### src/rtl/k_and_s_pkg.sv
// Shared types for the K-and-S control unit: decoded opcodes, FSM states,
// ALU operation codes and the bundle of datapath control outputs.
package k_and_s_pkg;

    typedef enum logic [3:0] {
        I_NOP,
        I_LOAD,
        I_STORE,
        I_MOVE,
        I_ADD,
        I_SUB,
        I_AND,
        I_OR,
        I_BRANCH,
        I_BZERO,
        I_BNZERO,
        I_BNEG,
        I_BNNEG,
        I_BOV,
        I_BNOV,
        I_HALT
    } decoded_instruction_type;

    typedef enum logic [2:0] {
        FETCH,
        DECODE,
        LOAD,
        ALU_WB,
        STORE,
        BRANCH,
        HALTED,
        FAULT
    } ctrl_state_t;

    localparam logic [1:0] OP_OR  = 2'b00;
    localparam logic [1:0] OP_ADD = 2'b01;
    localparam logic [1:0] OP_SUB = 2'b10;
    localparam logic [1:0] OP_AND = 2'b11;

    // All controls the FSM produces in one cycle; cleared to zero by default.
    typedef struct packed {
        logic       branch;
        logic       pc_enable;
        logic       ir_enable;
        logic       write_reg_enable;
        logic       addr_sel;
        logic       c_sel;
        logic       flags_reg_enable;
        logic       ram_write_enable;
        logic [1:0] operation;
        logic       mem_req;
        logic       halt;
        logic       fault;
    } ctrl_out_t;

    // States that wait on the memory and are therefore guarded by the timer.
    function automatic logic is_mem_state(ctrl_state_t s);
        return (s == FETCH) || (s == LOAD) || (s == STORE);
    endfunction

endpackage

### src/rtl/ks_ctrl_unit_p_if.sv
// Control-unit <-> datapath/memory bundle.
// Memory handshake: mem_req is held high for the whole access and the
// address/write controls stay stable with it; the access completes in the
// cycle where mem_req and mem_ready are both high, and mem_req may drop (or
// a new access start) from the next cycle on.
interface ks_ctrl_unit_p_if;
    import k_and_s_pkg::*;

    decoded_instruction_type decoded_instruction;
    logic       zero_op;
    logic       neg_op;
    logic       unsigned_overflow;
    logic       signed_overflow;
    logic       mem_ready;
    logic       mem_req;
    logic       branch;
    logic       pc_enable;
    logic       ir_enable;
    logic       write_reg_enable;
    logic       addr_sel;
    logic       c_sel;
    logic       flags_reg_enable;
    logic       ram_write_enable;
    logic [1:0] operation;

    modport master (
        input  decoded_instruction, zero_op, neg_op, unsigned_overflow,
               signed_overflow, mem_ready,
        output mem_req, branch, pc_enable, ir_enable, write_reg_enable,
               addr_sel, c_sel, flags_reg_enable, ram_write_enable, operation
    );

    modport slave (
        output decoded_instruction, zero_op, neg_op, unsigned_overflow,
               signed_overflow, mem_ready,
        input  mem_req, branch, pc_enable, ir_enable, write_reg_enable,
               addr_sel, c_sel, flags_reg_enable, ram_write_enable, operation
    );
endinterface

### src/rtl/ks_wait_timer.sv
// Counts consecutive cycles a memory state spends without mem_ready and
// flags the cycle in which that count reaches the limit (limit 0 = never).
module ks_wait_timer #(
    parameter int W = 5
) (
    input  logic         clk,
    input  logic         rst_n,
    input  logic         clear,
    input  logic         tick,
    input  logic [W-1:0] limit,
    output logic         expired
);
    logic [W-1:0] cnt_q;
    logic [W:0]   cnt_inc;

    assign cnt_inc = {1'b0, cnt_q} + {{W{1'b0}}, 1'b1};
    // This tick is the limit-th waiting cycle of the current access.
    assign expired = tick && (limit != '0) && (cnt_inc >= {1'b0, limit});

    // Wait counter: clear on state change, otherwise count waiting cycles.
    always_ff @(posedge clk or negedge rst_n) begin
        if (!rst_n) begin
            cnt_q <= '0;
        end else if (clear) begin
            cnt_q <= '0;
        end else if (tick) begin
            cnt_q <= cnt_inc[W-1:0];
        end
    end
endmodule

### src/rtl/ks_ctrl_unit_p.sv
// Multi-cycle control unit: fetch/decode FSM driving the datapath and a
// handshaked memory, with a wait timeout, halt/resume and a retire counter.
module ks_ctrl_unit_p
    import k_and_s_pkg::*;
#(
    parameter int MEM_HANDSHAKE = 1,
    parameter int WAIT_LIMIT    = 16,
    parameter int OV_SIGNED     = 0,
    parameter int CNT_W         = 16
) (
    input  logic                clk,
    input  logic                rst_n,
    ks_ctrl_unit_p_if.master    bus,
    input  logic                resume,
    output logic                halt,
    output logic                fault,
    output logic [CNT_W-1:0]    instr_count,
    output ctrl_state_t         state_dbg
);
    localparam int WT_W = (WAIT_LIMIT < 2) ? 1 : $clog2(WAIT_LIMIT + 1);

    ctrl_state_t      state_q, state_d;
    logic [1:0]       op_q, op_d;
    logic [CNT_W-1:0] count_q;
    ctrl_out_t        ctl;
    logic             mem_rdy;
    logic             ovf;
    logic             wait_tick;
    logic             wait_clear;
    logic             wait_expired;

    assign mem_rdy = (MEM_HANDSHAKE != 0) ? bus.mem_ready : 1'b1;
    assign ovf     = (OV_SIGNED != 0) ? bus.signed_overflow : bus.unsigned_overflow;

    // The timer restarts whenever the state changes, so every entry into a
    // memory state begins from zero.
    assign wait_tick  = is_mem_state(state_q) && !mem_rdy;
    assign wait_clear = (state_d != state_q);

    ks_wait_timer #(.W(WT_W)) u_wait_timer (
        .clk     (clk),
        .rst_n   (rst_n),
        .clear   (wait_clear),
        .tick    (wait_tick),
        .limit   (WT_W'(WAIT_LIMIT)),
        .expired (wait_expired)
    );

    // State and latched ALU operation registers.
    always_ff @(posedge clk or negedge rst_n) begin
        if (!rst_n) begin
            state_q <= FETCH;
            op_q    <= OP_OR;
        end else begin
            state_q <= state_d;
            op_q    <= op_d;
        end
    end

    // Next state and per-state controls; mem_ready wins over the timeout.
    always_comb begin
        state_d = state_q;
        op_d    = op_q;
        ctl     = '0;
        case (state_q)
            FETCH: begin
                ctl.mem_req = 1'b1;
                if (mem_rdy) begin
                    ctl.ir_enable = 1'b1;
                    ctl.pc_enable = 1'b1;
                    state_d       = DECODE;
                end else if (wait_expired) begin
                    state_d = FAULT;
                end
            end
            DECODE: begin
                case (bus.decoded_instruction)
                    I_OR, I_ADD, I_SUB, I_AND: begin
                        case (bus.decoded_instruction)
                            I_ADD:   op_d = OP_ADD;
                            I_SUB:   op_d = OP_SUB;
                            I_AND:   op_d = OP_AND;
                            default: op_d = OP_OR;
                        endcase
                        ctl.operation        = op_d;
                        ctl.flags_reg_enable = 1'b1;
                        state_d              = ALU_WB;
                    end
                    I_MOVE: begin
                        op_d    = OP_OR;
                        state_d = ALU_WB;
                    end
                    I_LOAD:   state_d = LOAD;
                    I_STORE:  state_d = STORE;
                    I_BRANCH: state_d = BRANCH;
                    I_HALT:   state_d = HALTED;
                    I_BZERO:  state_d = bus.zero_op ? BRANCH : FETCH;
                    I_BNZERO: state_d = bus.zero_op ? FETCH : BRANCH;
                    I_BNEG:   state_d = bus.neg_op ? BRANCH : FETCH;
                    I_BNNEG:  state_d = bus.neg_op ? FETCH : BRANCH;
                    I_BOV:    state_d = ovf ? BRANCH : FETCH;
                    I_BNOV:   state_d = ovf ? FETCH : BRANCH;
                    default:  state_d = FETCH;
                endcase
            end
            ALU_WB: begin
                ctl.c_sel            = 1'b1;
                ctl.write_reg_enable = 1'b1;
                ctl.operation        = op_q;
                state_d              = FETCH;
            end
            LOAD: begin
                ctl.addr_sel = 1'b1;
                ctl.mem_req  = 1'b1;
                if (mem_rdy) begin
                    ctl.write_reg_enable = 1'b1;
                    state_d              = FETCH;
                end else if (wait_expired) begin
                    state_d = FAULT;
                end
            end
            STORE: begin
                ctl.addr_sel         = 1'b1;
                ctl.mem_req          = 1'b1;
                ctl.ram_write_enable = 1'b1;
                if (mem_rdy) begin
                    state_d = FETCH;
                end else if (wait_expired) begin
                    state_d = FAULT;
                end
            end
            BRANCH: begin
                ctl.branch    = 1'b1;
                ctl.pc_enable = 1'b1;
                ctl.addr_sel  = 1'b1;
                state_d       = FETCH;
            end
            HALTED: begin
                ctl.halt = 1'b1;
                if (resume) begin
                    state_d = FETCH;
                end
            end
            FAULT: begin
                ctl.halt  = 1'b1;
                ctl.fault = 1'b1;
            end
            default: state_d = FETCH;
        endcase
    end

    // Retire counter: an instruction retires when control returns to FETCH
    // from any execute state; leaving HALTED is not a retirement.
    always_ff @(posedge clk or negedge rst_n) begin
        if (!rst_n) begin
            count_q <= '0;
        end else if (state_d == FETCH && state_q != FETCH && state_q != HALTED) begin
            count_q <= count_q + CNT_W'(1);
        end
    end

    assign bus.mem_req          = ctl.mem_req;
    assign bus.branch           = ctl.branch;
    assign bus.pc_enable        = ctl.pc_enable;
    assign bus.ir_enable        = ctl.ir_enable;
    assign bus.write_reg_enable = ctl.write_reg_enable;
    assign bus.addr_sel         = ctl.addr_sel;
    assign bus.c_sel            = ctl.c_sel;
    assign bus.flags_reg_enable = ctl.flags_reg_enable;
    assign bus.ram_write_enable = ctl.ram_write_enable;
    assign bus.operation        = ctl.operation;
    assign halt                 = ctl.halt;
    assign fault                = ctl.fault;
    assign instr_count          = count_q;
    assign state_dbg            = state_q;
endmodule

### src/flat_wrapper.sv
// flat-port wrapper written by rule: the top's interface ports become plain ports
module ks_ctrl_unit_p_flat import k_and_s_pkg::*;
#(
    parameter int MEM_HANDSHAKE = 1,
    parameter int WAIT_LIMIT    = 16,
    parameter int OV_SIGNED     = 0,
    parameter int CNT_W         = 16
)
  (clk, rst_n, resume, halt, fault, instr_count, state_dbg, bus_decoded_instruction, bus_zero_op, bus_neg_op, bus_unsigned_overflow, bus_signed_overflow, bus_mem_ready, bus_mem_req, bus_branch, bus_pc_enable, bus_ir_enable, bus_write_reg_enable, bus_addr_sel, bus_c_sel, bus_flags_reg_enable, bus_ram_write_enable, bus_operation);
  ks_ctrl_unit_p_if bus_i ();
  input  logic clk;
  input  logic rst_n;
  input  logic resume;
  output logic halt;
  output logic fault;
  output logic [CNT_W-1:0] instr_count;
  output ctrl_state_t state_dbg;
  input wire logic [$bits(bus_i.decoded_instruction)-1:0] bus_decoded_instruction;
  input wire logic [$bits(bus_i.zero_op)-1:0] bus_zero_op;
  input wire logic [$bits(bus_i.neg_op)-1:0] bus_neg_op;
  input wire logic [$bits(bus_i.unsigned_overflow)-1:0] bus_unsigned_overflow;
  input wire logic [$bits(bus_i.signed_overflow)-1:0] bus_signed_overflow;
  input wire logic [$bits(bus_i.mem_ready)-1:0] bus_mem_ready;
  output wire logic [$bits(bus_i.mem_req)-1:0] bus_mem_req;
  output wire logic [$bits(bus_i.branch)-1:0] bus_branch;
  output wire logic [$bits(bus_i.pc_enable)-1:0] bus_pc_enable;
  output wire logic [$bits(bus_i.ir_enable)-1:0] bus_ir_enable;
  output wire logic [$bits(bus_i.write_reg_enable)-1:0] bus_write_reg_enable;
  output wire logic [$bits(bus_i.addr_sel)-1:0] bus_addr_sel;
  output wire logic [$bits(bus_i.c_sel)-1:0] bus_c_sel;
  output wire logic [$bits(bus_i.flags_reg_enable)-1:0] bus_flags_reg_enable;
  output wire logic [$bits(bus_i.ram_write_enable)-1:0] bus_ram_write_enable;
  output wire logic [$bits(bus_i.operation)-1:0] bus_operation;
  assign bus_i.decoded_instruction = bus_decoded_instruction;
  assign bus_i.zero_op = bus_zero_op;
  assign bus_i.neg_op = bus_neg_op;
  assign bus_i.unsigned_overflow = bus_unsigned_overflow;
  assign bus_i.signed_overflow = bus_signed_overflow;
  assign bus_i.mem_ready = bus_mem_ready;
  assign bus_mem_req = bus_i.mem_req;
  assign bus_branch = bus_i.branch;
  assign bus_pc_enable = bus_i.pc_enable;
  assign bus_ir_enable = bus_i.ir_enable;
  assign bus_write_reg_enable = bus_i.write_reg_enable;
  assign bus_addr_sel = bus_i.addr_sel;
  assign bus_c_sel = bus_i.c_sel;
  assign bus_flags_reg_enable = bus_i.flags_reg_enable;
  assign bus_ram_write_enable = bus_i.ram_write_enable;
  assign bus_operation = bus_i.operation;
  ks_ctrl_unit_p #(.MEM_HANDSHAKE(MEM_HANDSHAKE), .WAIT_LIMIT(WAIT_LIMIT), .OV_SIGNED(OV_SIGNED), .CNT_W(CNT_W)) u_core (.clk(clk), .rst_n(rst_n), .bus(bus_i), .resume(resume), .halt(halt), .fault(fault), .instr_count(instr_count), .state_dbg(state_dbg));
endmodule
### config.mk
export PLATFORM = sky130hd
export DESIGN_NAME = ks_ctrl_unit_p_flat
export DESIGN_NICKNAME = d
export VERILOG_FILES = /design/src/rtl/k_and_s_pkg.sv /design/src/rtl/ks_ctrl_unit_p_if.sv /design/src/rtl/ks_wait_timer.sv /design/src/rtl/ks_ctrl_unit_p.sv /design/src/flat_wrapper.sv
export SDC_FILE = /design/constraint.sdc
export NUM_CORES = 1
export LEC_CHECK = 0
export ABC_AREA = 1
export ABC_CLOCK_PERIOD_IN_PS = 2200
export BUFFER_PORTS_ARGS = -buffer_cell sky130_fd_sc_hd__buf_4
export CELL_PAD_IN_SITES_DETAIL_PLACEMENT = 1
export CELL_PAD_IN_SITES_GLOBAL_PLACEMENT = 1
export CORE_UTILIZATION = 39
export CTS_BUF_LIST = sky130_fd_sc_hd__clkbuf_4 sky130_fd_sc_hd__clkbuf_8
export CTS_CLUSTER_SIZE = 40
export DETAILED_ROUTE_END_ITERATION = 6
export PLACE_DENSITY_LB_ADDON = 0.1
export SKIP_LAST_GASP = 1
export SLEW_MARGIN = 20
export SYNTH_ARGS = -nofsm -noshare
export SYNTH_HDL_FRONTEND = slang
export SYNTH_SLANG_ARGS = --single-unit
### constraint.sdc
create_clock -name clk -period 2.2 [get_ports clk]
set_clock_uncertainty 0.1 [all_clocks]
set_input_delay 0.22 -clock clk [delete_from_list [all_inputs] [get_ports clk]]
set_output_delay 0.22 -clock clk [all_outputs]
set_load 0.01 [all_outputs]
==> flow_metrics.py, run 1 <==
metrics = {
    "worst_setup_path": {
        "crit_path_end_kind": "output port",
        "critical_path.max_fanout": 7,
        "cp-start-kind": "flop",
        "crit_type": "reg -> out",
        "crit_arrival_ns": 1.69,
        "required_ns": 1.88,
    },
    "power_and_ir_drop": {
        "ir_worst_vdd_mv": 0.703,
        "p_seq_frac": 0.291,
        "p_leak_nw": 1.14,
        "comb_power_share": 0.554,
        "swShare": 0.454,
        "clockPowerShare": 0.155,
        "intPower_mw": 1.43,
        "p_switching_mw": 1.19,
        "p_per_area_nw_per_um2": 1170,
        "power_mw": 2.62,
    },
    "layout": {
        "drive_gt1_frac": 0.243,
        "antennaDiodeCount": 0,
        "final_area_um2": 2250,
        "fin_util": 0.516,
        "nets": 311,
        "area.growth.synth_to_final_pct": 26.6,
    },
    "grt": {
        "grt_start_max_net_pins": 30,
        "grt_pass1_wl_um": 7450,
        "grt_usage": 0.193,
        "grt_pass1_vias": 1675,
        "gr-total-overflow": 0,
        "antenna_found_initial": 0,
    },
    "floorplan": {
        "row_count": 24,
        "die_area_um2": 4820,
        "fp.dieH_um": 69.5,
        "io_pins": 44,
        "dieWidth_um": 69.5,
        "initial_core_util": 0.407,
        "core_um2": 4350,
    },
    "sta": {
        "holdWs_ns": 0.183,
        "worst_pin_slew_ns": 0.344,
        "drv_slew": 0,
        "hold_viol": 0,
        "setup_viol": 0,
        "rsz0062_at_grt": "false",
        "final.setup.tns_ns": 0,
        "fin_crit_sh": 0.916,
        "layout_min_cycle_time_ns": 2.01,
        "timing.fmax_mhz": 496,
        "relSlewSlack": 0.770,
    },
    "routing": {
        "drt-total-wl_um": 4510,
        "routed_via_density": 4.98,
        "firstDrtPassIters": 4,
        "wire_per_inst_um": 13.0,
        "drt_iter0_markers": 45,
        "drc_errors": 0,
        "vias": 1734,
        "postRouteAntennaNets": 0,
    },
    "place": {
        "post-dp-hpwl_um": 3560,
        "gp_congestion": 0.753,
        "place_area_um2": 2160,
        "port_buffers": 42,
    },
    "synth": {
        "syn_area_um2": 1770,
        "synthAdderAreaFrac": 0.0141,
        "synth.distinct_cells": 28,
        "synthXorXnorAreaFrac": 0.0740,
        "synthSimpleGateAreaFrac": 0.356,
        "ys_ff_latch": 26,
        "synth_warnings": 0,
        "synthCells": 249,
        "synth-compound-area-share": 0.0882,
        "synth_mux_area_frac": 0,
        "synth_nets": 263,
        "synth_seq_area_share": 0.367,
        "synth_top_family_by_area": "simple AND/OR/NAND/NOR gates",
        "avgSynthCellArea_um2": 7.13,
    },
    "cts": {
        "cts_buffers": 3,
        "clk_latency_ns": 0.27,
        "numClockSinks": 26,
        "cts_tree": "yes",
        "path_clk_slew_ns": 0.10,
        "clockBufferDepth": 2,
        "root_buffer": "clkbuf_8",
        "htree_levels": 1,
    },
    "flow_run": {
        "timing.max_cap.violations": 0,
    },
    "outcome": {
        "status": "finished clean",
    },
    "hold_path": {
        "hp-class": "in -> reg",
    },
}
## power by group through the flow
stage	sequential [mW]	combinational [mW]	clock [mW]
after floorplan	0.781	0.953	0
final	0.764	1.45	0.407
after global placement	0.772	1.42	0
after CTS	0.767	1.47	0.417
after detailed placement	0.774	1.46	0
after global routing	0.786	1.60	0.426
## cell usage in the layout, fill, tap and decap left out
| master | n |
|---|---|
| nor2_1 | 25 |
| nor2_2 | 2 |
| inv_4 | 1 |
| nand2_4 | 2 |
| buf_4 | 44 |
| nor4_1 | 2 |
| ha_1 | 2 |
| a21oi_1 | 2 |
| nand3b_1 | 1 |
| dlygate4sd3_1 | 1 |
| nand2_2 | 1 |
| nor2_4 | 1 |
| dfrtp_1 | 26 |
| inv_1 | 35 |
| xor2_1 | 14 |
| nand3_2 | 1 |
| buf_12 | 1 |
| nand3_1 | 20 |
| a21oi_4 | 1 |
| nor3_1 | 10 |
| clkbuf_8 | 3 |
| nor3_2 | 2 |
| xnor2_1 | 1 |
| o21ai_1 | 5 |
| bufinv_16 | 1 |
| o21ai_0 | 7 |
| nand2_1 | 69 |
| or2_2 | 1 |
| inv_2 | 3 |
| nand4_1 | 4 |
| o21ai_2 | 8 |
## through the flow
stage,worst slack (ns),instances
floorplan,0.454,249
global placement,0.322,343
detailed placement,0.252,343
CTS,0.0652,348
global route,0.0471,348
finish,0.185,348
## registers in the layout, indices dropped and copies added (netlist names)
register,count
u_core.instr_count,16
u_core.u_wait_timer.cnt_q,5
u_core.state_dbg,3
u_core.op_q,2
## cell type report
cell class | instances | area (um^2)
Sequential cell | 26 | 651
Clock buffer | 3 | 41.3
Fill cell | 577 | 2110
Inverter | 39 | 149
Multi-Input combinational cell | 181 | 950
Clock inverter | 1 | 30.0
Timing Repair Buffer | 46 | 360
Tap cell | 52 | 65.1
## per-layer routing
layer / GRT usage / up-vias / wire length, um
met5: 0 / - / 0
met4: 0.0544 / 0 / 30
met3: 0.0174 / 2 / 137
met2: 0.366 / 34 / 2370
met1: 0.229 / 820 / 1980
li1: - / 878 / -
## repair_timing
action	in CTS	in global routing
hold buffers	1	0
resized for setup	0	1
hold endpoints to repair	26	0
setup buffers	0	0
setup endpoints to repair	0	2
## Yosys cell counts (all sizes together)
library cell,instances,share of area
xor2,14,0.069
xnor2,1,0.0049
or2,1,0.0035
nor2,28,0.066
nand3b,1,0.0042
o21ai,20,0.073
ha,2,0.014
inv,39,0.084
buf,3,0.017
nand2,72,0.16
nand3,21,0.062
dfrtp,26,0.37
nor4,2,0.0071
a21oi,3,0.015
nand4,4,0.014
nor3,12,0.037
## final timing paths
| check | to | slack [ns] | cells after the start | startpoint |
|---|---|---|---|---|
| max in group asynchronous | u_core.instr_count[7]$_DFFE_PN0P_ | 1.46 | 2 | rst_n |
| worst min register to register | u_core.op_q[1]$_DFFE_PN0P_ | 0.45 | 2 | u_core.op_q[1]$_DFFE_PN0P_ |
| worst min-delay path | u_core.u_wait_timer.cnt_q[4]$_DFFE_PN0P_ | 0.18 | 4 | resume |
| worst max-delay path | bus_operation[0] | 0.19 | 6 | u_core.state_dbg[1]$_DFF_PN0_ |
| worst max register to register | u_core.instr_count[6]$_DFFE_PN0P_ | 0.23 | 12 | u_core.u_wait_timer.cnt_q[0]$_DFFE_PN0P_ |
| min in group asynchronous | u_core.instr_count[3]$_DFFE_PN0P_ | 0.29 | 2 | rst_n |
## logic make-up after synthesis
family / count (synthesis)
xor+xnor: 15
simple gates: 141
fa+ha+maj: 2
compound gates: 23
flops: 26
buf+inv: 42
## worst max-delay path, cell delays in order, from the launching register on
cell and delay [ns]:
dfrtp_1 0.49, nor2_2 0.21, nand2_1 0.15, nor3_2 0.19, nand2_1 0.09, o21ai_0 0.11, buf_4 0.17
(Power assumes the default switching activity.)
==> run 2, diff against run 1 <==
--- a/config.mk
+++ b/config.mk
@@ -9,8 +9,8 @@
 export ABC_CLOCK_PERIOD_IN_PS = 2200
 export BUFFER_PORTS_ARGS = -buffer_cell sky130_fd_sc_hd__buf_4
 export CELL_PAD_IN_SITES_DETAIL_PLACEMENT = 1
-export CELL_PAD_IN_SITES_GLOBAL_PLACEMENT = 1
-export CORE_UTILIZATION = 39
+export CELL_PAD_IN_SITES_GLOBAL_PLACEMENT = 2
+export CORE_UTILIZATION = 30
 export CTS_BUF_LIST = sky130_fd_sc_hd__clkbuf_4 sky130_fd_sc_hd__clkbuf_8
 export CTS_CLUSTER_SIZE = 40
 export DETAILED_ROUTE_END_ITERATION = 6
==> run 2 against run 1 <==
  * Setup slack worse by 0.0048 ns
  * Clock power is 22% lower
  * Core utilization shrank 12 points
  * Count of clock-buffer cells in the layout rose by 1
  * Register-to-register slack improved by 0.02 ns
  * Worst hold slack gained 0.0016 ns
  * Via count fell by 1.4%
  * Sequential power rose by 0.8%
  * Cell count is 5.5% higher
  * Largest power group unchanged
  * Highest routed layer unchanged
==> flow_metrics.py, run 2 (synthesized netlist as in run 1, its figures left out) <==
metrics = {
    "layout": {
        "multiInputGateArea_um2": 950,
        "drive_gt1_frac": 0.241,
        "regArea_um2": 651,
        "final_common_cell": "nand2_1",
        "final_area_um2": 2250,
        "area.growth.synth_to_final_pct": 26.7,
        "largest_reg_flops": 16,
        "fillers": 761,
        "antennaDiodeCount": 0,
        "stdcell_count": 367,
        "nets": 310,
        "most-common-layout-cells": "69 x nand2_1, 43 x buf_4, 35 x inv_1, 26 x dfrtp_1, 25 x nor2_1",
    },
    "cts": {
        "cts_tree": "yes",
        "cts_buffers": 3,
        "path_clk_slew_ns": 0.09,
        "clockBufferDepth": 2,
        "root_buffer": "clkbuf_8",
        "numClockSinks": 26,
        "clk_latency_ns": 0.27,
        "htree_levels": 1,
    },
    "sta": {
        "setup_viol": 0,
        "final.setup.tns_ns": 0,
        "layout_setup_ws_ns": 0.180,
        "worst_pin_slew_ns": 0.554,
        "timing.fmax_mhz": 495,
        "fin_crit_sh": 0.918,
        "relSlewSlack": 0.627,
        "hold_viol": 0,
        "layout_min_cycle_time_ns": 2.02,
        "drv_slew": 0,
        "rsz0062_at_grt": "false",
    },
    "place": {
        "gp_congestion": 0.770,
        "dpl_worst_slack_ns": 0.251,
        "post-dp-hpwl_um": 3590,
        "port_buffers": 42,
        "place_area_um2": 2180,
        "dpl.cell_count": 362,
    },
    "worst_setup_path": {
        "critical_path.max_fanout": 7,
        "crit_path_end_kind": "output port",
        "crit_type": "reg -> out",
        "cp-start-kind": "flop",
        "cp_top_family": "simple AND/OR/NAND/NOR gates",
        "max_stage_delay_ns": 0.49,
        "crit_arrival_ns": 1.70,
        "path_cells": "nor2_2, nand2_1, nor3_2, nand3b_1, o21ai_0, buf_4",
        "worst_path_max_delay_cell": "dfrtp_1",
        "critPathBufInv": 1,
        "required_ns": 1.88,
        "timing.rr.start": "u_core.u_wait_timer.cnt_q[0]$_DFFE_PN0P_",
        "startpoint": "u_core.state_dbg[1]$_DFF_PN0_",
    },
    "grt": {
        "grt_pass1_wl_um": 7820,
        "grt_start_max_net_pins": 30,
        "grt_usage": 0.159,
        "grt_pass1_vias": 1717,
        "gr-total-overflow": 0,
        "antenna_found_initial": 0,
    },
    "power_and_ir_drop": {
        "clockPowerShare": 0.126,
        "intPower_mw": 1.35,
        "p_leak_nw": 1.13,
        "p_per_area_nw_per_um2": 1120,
        "ir_worst_vdd_mv": 0.535,
        "comb_power_share": 0.569,
        "swShare": 0.466,
        "p_switching_mw": 1.17,
        "p_seq_frac": 0.305,
    },
    "floorplan": {
        "die_area_um2": 6230,
        "row_count": 27,
        "dieWidth_um": 78.9,
        "initial_core_util": 0.316,
        "fp.dieH_um": 78.9,
        "io_pins": 44,
        "core_um2": 5610,
    },
    "routing": {
        "drt_iter0_markers": 57,
        "firstDrtPassIters": 4,
        "routed_via_density": 4.66,
        "drt-total-wl_um": 4620,
        "vias": 1710,
        "wire_per_inst_um": 12.6,
        "drc_errors": 0,
        "postRouteAntennaNets": 0,
    },
    "outcome": {
        "status": "finished clean",
    },
    "hold_path": {
        "hp-class": "in -> reg",
        "min-delay-start": "bus_decoded_instruction[3]",
    },
    "flow_run": {
        "timing.max_cap.violations": 0,
    },
}
run 2: worst min-delay path, stage by stage:
cell and delay [ns]:
buf_4 0.11, nor3_2 0.06, nand2_1 0.06, o21ai_0 0.07
run 2: path summary, 6_finish.rpt:
path,to,slack [ns],cells after the start
worst max-delay path,bus_operation[1],0.18,6
worst min-delay path,u_core.op_q[0]$_DFFE_PN0P_,0.18,4
worst max register to register,u_core.instr_count[15]$_DFFE_PN0P_,0.25,12
worst min register to register,u_core.op_q[1]$_DFFE_PN0P_,0.44,2
max in group asynchronous,u_core.instr_count[11]$_DFFE_PN0P_,1.45,2
min in group asynchronous,u_core.op_q[0]$_DFFE_PN0P_,0.29,2
run 2: area by class of cell:
cell class | instances | area share
flip-flops and latches | 26 | 0.290
clock buffers | 4 | 0.0245
inverters | 39 | 0.0663
multi-input cells | 181 | 0.423
well taps | 72 | 0.0401
repair buffers | 45 | 0.157
run 2: repair_timing:
item	in CTS	in global routing
hold buffers	1	0
resized for setup	0	1
buffers inserted	0	0
hold endpoints to repair	26	0
endpoints found under the setup margin	0	2
run 2: routing by layer:
layer	GRT usage	routed length (um)	vias to the layer above
met3	0.0161	159	5
met1	0.203	2230	784
met5	0	0	-
met4	0.0491	59	0
li1	-	-	882
met2	0.282	2170	39
run 2: through the flow:
stage | hold slack (ns) | power, mW | util
after floorplan | -0.176 | 1.73 | -
after global placement | 0.0603 | 2.22 | 0.388
after detailed placement | 0.0647 | 2.24 | 0.388
after CTS | 0.191 | 2.58 | 0.400
after global routing | 0.204 | 2.77 | 0.401
final | 0.184 | 2.52 | 0.401
run 2: power by group through the flow:
stage	combinational (mW)	clock [mW]	sequential, mW
final	1.44	0.317	0.770
after global routing	1.62	0.350	0.795
after CTS	1.47	0.336	0.775
after detailed placement	1.46	0	0.781
after global placement	1.43	0	0.781
after floorplan	0.953	0	0.781
